--- config.mk ---
export PLATFORM = sky130hd
export DESIGN_NAME = input_debounce_8ch
export DESIGN_NICKNAME = d
export VERILOG_FILES = /design/src/rtl/input_debounce_8ch.sv
export SDC_FILE = /design/constraint.sdc
export NUM_CORES = 1
export LEC_CHECK = 0
export BUFFER_PORTS_ARGS = -buffer_cell sky130_fd_sc_hd__buf_4
export CELL_PAD_IN_SITES_DETAIL_PLACEMENT = 0
export CELL_PAD_IN_SITES_GLOBAL_PLACEMENT = 2
export CORE_ASPECT_RATIO = 2
export CORE_MARGIN = 4
export CORE_UTILIZATION = 36
export DETAILED_ROUTE_END_ITERATION = 10
export PLACE_DENSITY_LB_ADDON = 0.1
export SLEW_MARGIN = 25
export SYNTH_ARGS = -nofsm -noshare
export SYNTH_HDL_FRONTEND = slang
export SYNTH_SLANG_ARGS = --single-unit
--- constraint.sdc ---
create_clock -name clk -period 1.45 [get_ports clk]
set_input_delay 0.29 -clock clk [delete_from_list [all_inputs] [get_ports clk]]
set_output_delay 0.29 -clock clk [all_outputs]
set_load 0.01 [all_outputs]
--- src/rtl/input_debounce_8ch.sv ---
// input_debounce_8ch
//   Conditions 8 raw switch/button inputs into a clean request vector.
//   Per channel: 2-flop synchroniser, counter debouncer, registered
//   rise/fall pulses and a sticky request latch cleared by the host.
//
// Ports
//   clk        system clock (single domain)
//   rst        synchronous, active-high reset
//   raw_in     [7:0] asynchronous raw switch levels
//   clr        [7:0] per-channel clear of req_latch
//   db_out     [7:0] debounced level
//   rise       [7:0] 1-cycle pulse when db_out[i] goes 0->1
//   fall       [7:0] 1-cycle pulse when db_out[i] goes 1->0
//   req_latch  [7:0] sticky request, set by rise[i], cleared by clr[i]
//   any_req    OR of req_latch
module input_debounce_8ch #(
  parameter int unsigned DEBOUNCE_CYCLES = 1000
) (
  input  logic       clk,
  input  logic       rst,
  input  logic [7:0] raw_in,
  input  logic [7:0] clr,
  output logic [7:0] db_out,
  output logic [7:0] rise,
  output logic [7:0] fall,
  output logic [7:0] req_latch,
  output logic       any_req
);

  localparam int unsigned CNT_W = $clog2(DEBOUNCE_CYCLES);
  // Last count before acceptance; always representable in CNT_W bits.
  localparam logic [CNT_W-1:0] CntMax = CNT_W'(DEBOUNCE_CYCLES - 1);

  logic [7:0]       s1_q, s2_q;
  logic [7:0]       db_q, db_d;
  logic [7:0]       rise_q, rise_d;
  logic [7:0]       fall_q, fall_d;
  logic [7:0]       req_q, req_d;
  logic [CNT_W-1:0] cnt_q [8];
  logic [CNT_W-1:0] cnt_d [8];

  always_comb begin
    db_d   = db_q;
    rise_d = '0;
    fall_d = '0;
    for (int i = 0; i < 8; i++) begin
      cnt_d[i] = '0;
      if (s2_q[i] != db_q[i]) begin
        if (cnt_q[i] == CntMax) begin
          // Level held for the full window: accept it and emit the edge.
          db_d[i]   = s2_q[i];
          rise_d[i] = s2_q[i];
          fall_d[i] = ~s2_q[i];
        end else begin
          cnt_d[i] = cnt_q[i] + CNT_W'(1);
        end
      end
    end
    // Set uses the registered pulse so a clear in the pulse cycle loses.
    req_d = rise_q | (~clr & req_q);
  end

  always_ff @(posedge clk) begin
    if (rst) begin
      s1_q   <= '0;
      s2_q   <= '0;
      db_q   <= '0;
      rise_q <= '0;
      fall_q <= '0;
      req_q  <= '0;
      for (int i = 0; i < 8; i++) begin
        cnt_q[i] <= '0;
      end
    end else begin
      s1_q   <= raw_in;
      s2_q   <= s1_q;
      db_q   <= db_d;
      rise_q <= rise_d;
      fall_q <= fall_d;
      req_q  <= req_d;
      for (int i = 0; i < 8; i++) begin
        cnt_q[i] <= cnt_d[i];
      end
    end
  end

  assign db_out    = db_q;
  assign rise      = rise_q;
  assign fall      = fall_q;
  assign req_latch = req_q;
  assign any_req   = |req_q;

endmodule

### After elaboration in Yosys (flattened, before gate mapping)

Memory sizes are Yosys's and may differ from the RTL's.
Index checks and enable logic that the tools add are counted.

| storage, ports and cells | value |
|---|---|
| bits in registers | 48 |
| latch bits | 0 |
| bits in writable memories | 80 |
| ROM bits | 0 |
| input bits | 18 |
| output and inout bits | 33 |
| logic and storage cells | 131 |
| memories | 1 |

| cells by class | value |
|---|---|
| $add $sub $neg | 8 |
| multiply operators | 0 |
| div/mod/pow operators | 0 |
| magnitude comparators | 0 |
| equality and inequality tests | 16 |
| shift-type cells | 0 |
| multiplexer cells | 27 |
| bitwise gates (word level) | 35 |
| reductions and logical operators | 17 |

Memory list:

| memory | words | bits a word | read ports | clocked after memory_dff | write ports | line | text |
|---|---|---|---|---|---|---|---|
| cnt_q | 8 | 10 | 8 | 0 | 8 | 39 | `logic [CNT_W-1:0] cnt_q [8];` |

Operator list:

| cell | count |
|---|---|
| $mux 10 | 24 |
| $add 10x1->10 const B | 8 |
| $eq 10x10->1 const B | 8 |
| $not 1->1 | 24 |
| $reduce_or 3->1 | 8 |
| $reduce_and 2->1 | 8 |
| $and 8x8->8 | 1 |
| $ne 1x1->1 | 8 |
| $not 8->8 | 1 |
| $or 1x1->1 | 8 |
| $or 8x8->8 | 1 |
| $reduce_or 8->1 | 1 |
| $mux 1 | 3 |

### Longest topological paths before layout

| logic depth | value |
|---|---|
| depth after elaboration | 4 |
| gate-level depth with buffers | 5 |
| depth with buffers taken out | 5 |

### Least setup slack after synthesis

No wires, ideal clock.

| path | value |
|---|---|
| kind | register to register |
| start | mem cnt_q[1][20] (netlist name) |
| end | mem cnt_q[1][27] (netlist name) |
| setup time | 119 ps |
| arrival time | 1240 ps |
| data required time | 1331 ps |
| path slack | 92 ps |
| stages on the path, launching flop included | 6 |
| buffers on the path | 0 |
| period minus slack after synthesis | 1358 ps |
| cell sequence | dfxtp_1 -> ha_1 -> and2_1 -> nand3_1 -> o21a_1 -> o221a_2 |

RTL lines:

| element | line |
|---|---|
| start: declaration | 39 |

### Worst setup path after layout

| path | value |
|---|---|
| start | reg req_q[3], in the netlist req_latch[3] |
| end | out any_req |

| between the ends | value |
|---|---|
| cells in the longest elaborated chain, start to end | 1 |

RTL lines:

| element | line | text |
|---|---|---|
| start: declaration | 38 | `logic [7:0] req_q, req_d;` |
| start signal: assignment | 80 | `req_q <= req_d;` |
| $reduce_or 8->1 | 91 | `assign any_req = \|req_q;` |
| end: declaration | 27 | `output logic any_req` |

No other way between the ends.

==> run_results.csv <==
group,metric,value,unit
run_status,outcome,"complete, but fails checks",
run_status,violations,"setup timing",
global_route,globalRoute.totalOverflow,0,
yosys,ys_dominant_reg_cell,"sky130_fd_sc_hd__dfxtp_1",
timing,skew,0.0103,ns
layout,drive_gt1_share,22.3,%
floorplan,die-width,91.2,um
power_and_ir_drop,ir_worst_vdd,0.770,mV
yosys,top_cells_by_instance_count_after_synthesis,"sky130_fd_sc_hd__dfxtp_1, sky130_fd_sc_hd__nor2_1, sky130_fd_sc_hd__nand3_1, sky130_fd_sc_hd__nand2_1, sky130_fd_sc_hd__a21oi_1",
layout,area_growth,30.6,%
critical_path,kind_of_start_point_of_the_critical_path,"register",
cts,ctsLongestPathBuffers,2,
global_route,grt_pass1_wl,17700,um
timing,finalCritPeriodShare,113,%
timing,setup_viol,1,
power_and_ir_drop,power_density_cells,1260,nW/um^2
yosys,netlist.top_cell.by_area,"sky130_fd_sc_hd__dfxtp_1",
detailed_routing,wl_per_cell,12.9,um
global_route,grt_start_max_net_pins,35,
layout,fillerInstances,1301,
power_and_ir_drop,power.leakage,0.00263,uW
timing,fin_crit,1.64,ns
cts,cts.sink_count,128,
cts,clock_tree.root_cell,"sky130_fd_sc_hd__clkbuf_16",
place,buffers_on_ports,50,
yosys,yosys_register_bits,128,
yosys,syn_inst,539,
detailed_routing,firstDrtPassIters,4,
timing,max_clock_freq,610,MHz
critical_path,worst_ep_required_time,1.16,ns
detailed_routing,final_antenna_net_count,0,
cts,hold_buffers,0,
yosys,synth_top_cells_by_area,"sky130_fd_sc_hd__dfxtp_1, sky130_fd_sc_hd__nor2_1, sky130_fd_sc_hd__xnor2_1, sky130_fd_sc_hd__xor2_1, sky130_fd_sc_hd__nand3_1",
global_route,grt_antenna_before_repair,0,
yosys,synth_most_common_cell,"sky130_fd_sc_hd__dfxtp_1",
detailed_routing,total_wirelength_of_the_detailed_routed_design,10300,um
global_route,global_routing_usage_summed_across_all_routing_layers,13.9,%
yosys,syn_area_per_cell,9.25,um^2
detailed_routing,detailedRoute.firstIterationViolations,93,
detailed_routing,drcViolationCount,0,
global_route,grt_pass1_vias,4037,
critical_path,timing.critical_path.slowest_stage_cell,"sky130_fd_sc_hd__dfxtp_4",
yosys,postSynthNetCount,565,
layout,insertedDiodeCount,0,
place,detailed_place_hpwl,7660,um
yosys,synth_seq_area_share,51.4,%
critical_path,critical_path_arrival,1.35,ns
cts,htree_num_levels,4,
cts,worstSkewPairLatency,0.40,ns
yosys,yosysUniqueCellTypes,35,
cts,cts-buffers-inserted,17,
power_and_ir_drop,power.total,8210,uW
floorplan,fp.dieArea,15900,um^2
timing,worst_slew_pin_slew,0.384,ns
hold_path,min-delay-path-class,"input pin to register",
yosys,netlist.area_leader.share,51.4,%
critical_path,slowest_delay,0.36,ns
timing,tns,-0.190,ns
floorplan,io-pin-count,51,
timing,final_critical_path_setup_slack,-0.190,ns
yosys,edff_count_synth,0,
layout,design.final.nets,660,
critical_path,worstSetupEndpointType,"output port",
timing,rsz_0062_raised_after_global_routing,"true",
timing,finalMaxSlewViolations,0,
yosys,ys.warnings.count,0,
flow_run,timing.max_cap.violations,0,
floorplan,fp-row-count,60,
floorplan,total_core_area,13500,um^2
detailed_routing,dr_total_vias,3952,
critical_path,cp_cell_sequence,"nor4_4, buf_4, nand2_2, buf_6",
yosys,synth-async-reset-ratio,0,%
cts,worst_setup_hold_path_clk_slew,0.05,ns
timing,max-slew-margin-rel,74.4,%
place,globalplace.congestion,0.799,
floorplan,die_h,174,um
critical_path,critical_path_class,"register to output port",
yosys,synth_area,4980,um^2
floorplan,floorplan.initialDensity,36.9,%
detailed_routing,route.detailed.vias_per_inst,4.93,
cts,tritoncts,"built",
critical_path,critPathMaxFanout,2,
timing,hold_viol_final,0,
area by class of cell:
cell class	count	area [um^2]	share of cell area [%]
clock buffers	20	457	7.01
clock inverters	12	184	2.82
inverters	19	71.3	1.10
multi-input cells	386	2410	37.1
flip-flops and latches	128	2570	39.5
well taps	155	194	2.98
repair buffers	82	619	9.51
timing repair:
action | in CTS | in global routing
setup endpoints to repair | 1 | 43
resized for setup | 4 | 24
pin swaps | 0 | 8
buffers inserted | 0 | 3
endpoints found under the hold margin | 0 | 0
through the flow:
step | hold slack [ns] | area [um^2] | utilization [%] | setup WS [ns] | std cells
floorplan | 0.413 | 4980 | - | 0.0917 | 539
CTS | 0.0775 | 6400 | 47.4 | -0.208 | 799
finish | 0.0934 | 6510 | 48.2 | -0.190 | 802
global placement | 0.424 | 5750 | 42.5 | 0.0756 | 767
detailed placement | 0.420 | 5750 | 42.5 | 0.0415 | 767
global route | 0.0811 | 6510 | 48.2 | -0.251 | 802
routing by layer:
layer | track usage (%) | up-vias | routed length [um] | share of wire [%]
met5 | 0 | - | 0 | 0
met4 | 7.24 | 0 | 195 | 1.9
met3 | 3.72 | 17 | 391 | 3.8
met2 | 25.7 | 71 | 5570 | 54
met1 | 14.0 | 1805 | 4160 | 40
li1 | - | 2059 | - | -
power by group:
group          total [uW]  internal (uW)  switching, uW
Clock                4510           2980           1540
Combinational         142           72.4           69.6
Sequential           3560           3540           14.9
Total                8210           6590           1620
critical path: cells and delay by family, from the launching register on:
kind,cells,cell delay (ns)
buffers and inverters,2,0.29
DFF,1,0.36
and+or+nand+nor,2,0.31
cell families (layout without fill, tap and decap cells):
kind of cell / Yosys count / after routing / share of synthesized area, %
muxes: 7 / 7 / 1.41
xor gates and xnor gates: 45 / 45 / 7.91
AOI/OAI and AO/OA: 61 / 61 / 8.21
and+or+nand+nor: 265 / 265 / 27.2
buffers and inverters: 25 / 133 / 1.88
DFF: 128 / 128 / 51.4
adders and majority gates: 8 / 8 / 2.01
registers in the layout, summed over array words and instances (netlist names):
| signal | count |
|---|---|
| cnt_q | 80 |
| db_out | 8 |
| fall | 8 |
| req_latch | 8 |
| rise | 8 |
| s1_q | 8 |
| s2_q | 8 |
cells in the final DEF, fill, tap and decap left out, types with 3 or more instances in the layout:
master,count
sky130_fd_sc_hd__dfxtp_1,123
sky130_fd_sc_hd__nor2_1,82
sky130_fd_sc_hd__buf_4,81
sky130_fd_sc_hd__nand3_1,31
sky130_fd_sc_hd__a21oi_1,28
sky130_fd_sc_hd__xnor2_1,24
sky130_fd_sc_hd__nand2_1,24
sky130_fd_sc_hd__and3_1,22
sky130_fd_sc_hd__xor2_1,21
sky130_fd_sc_hd__nor3_1,21
sky130_fd_sc_hd__nor2b_1,20
sky130_fd_sc_hd__inv_1,19
sky130_fd_sc_hd__clkbuf_16,17
sky130_fd_sc_hd__nand2b_1,14
sky130_fd_sc_hd__nand4_1,12
sky130_fd_sc_hd__a21o_1,9
sky130_fd_sc_hd__and4_1,8
sky130_fd_sc_hd__mux2i_1,7
sky130_fd_sc_hd__nand2_2,6
sky130_fd_sc_hd__o211ai_1,6
sky130_fd_sc_hd__and2_1,5
sky130_fd_sc_hd__o221a_2,5
sky130_fd_sc_hd__ha_1,5
sky130_fd_sc_hd__clkinv_4,5
sky130_fd_sc_hd__a31oi_1,4
sky130_fd_sc_hd__or3_1,4
sky130_fd_sc_hd__bufinv_16,4
sky130_fd_sc_hd__a311oi_1,3
sky130_fd_sc_hd__and2_4,3
sky130_fd_sc_hd__dfxtp_2,3
worst paths after layout:
check | from | cells past startpoint | end | slack [ns]
max reg2reg | cnt_q[0][0] | 5 | cnt_q[0][7] | 0.08
min | raw_in[2] | 2 | s1_q[2] | 0.09
min reg2reg | cnt_q[0][30] | 1 | cnt_q[0][30] | 0.41
max | req_latch[3] | 4 | any_req | -0.19
No activity file was read; power rests on OpenSTA's default activity.
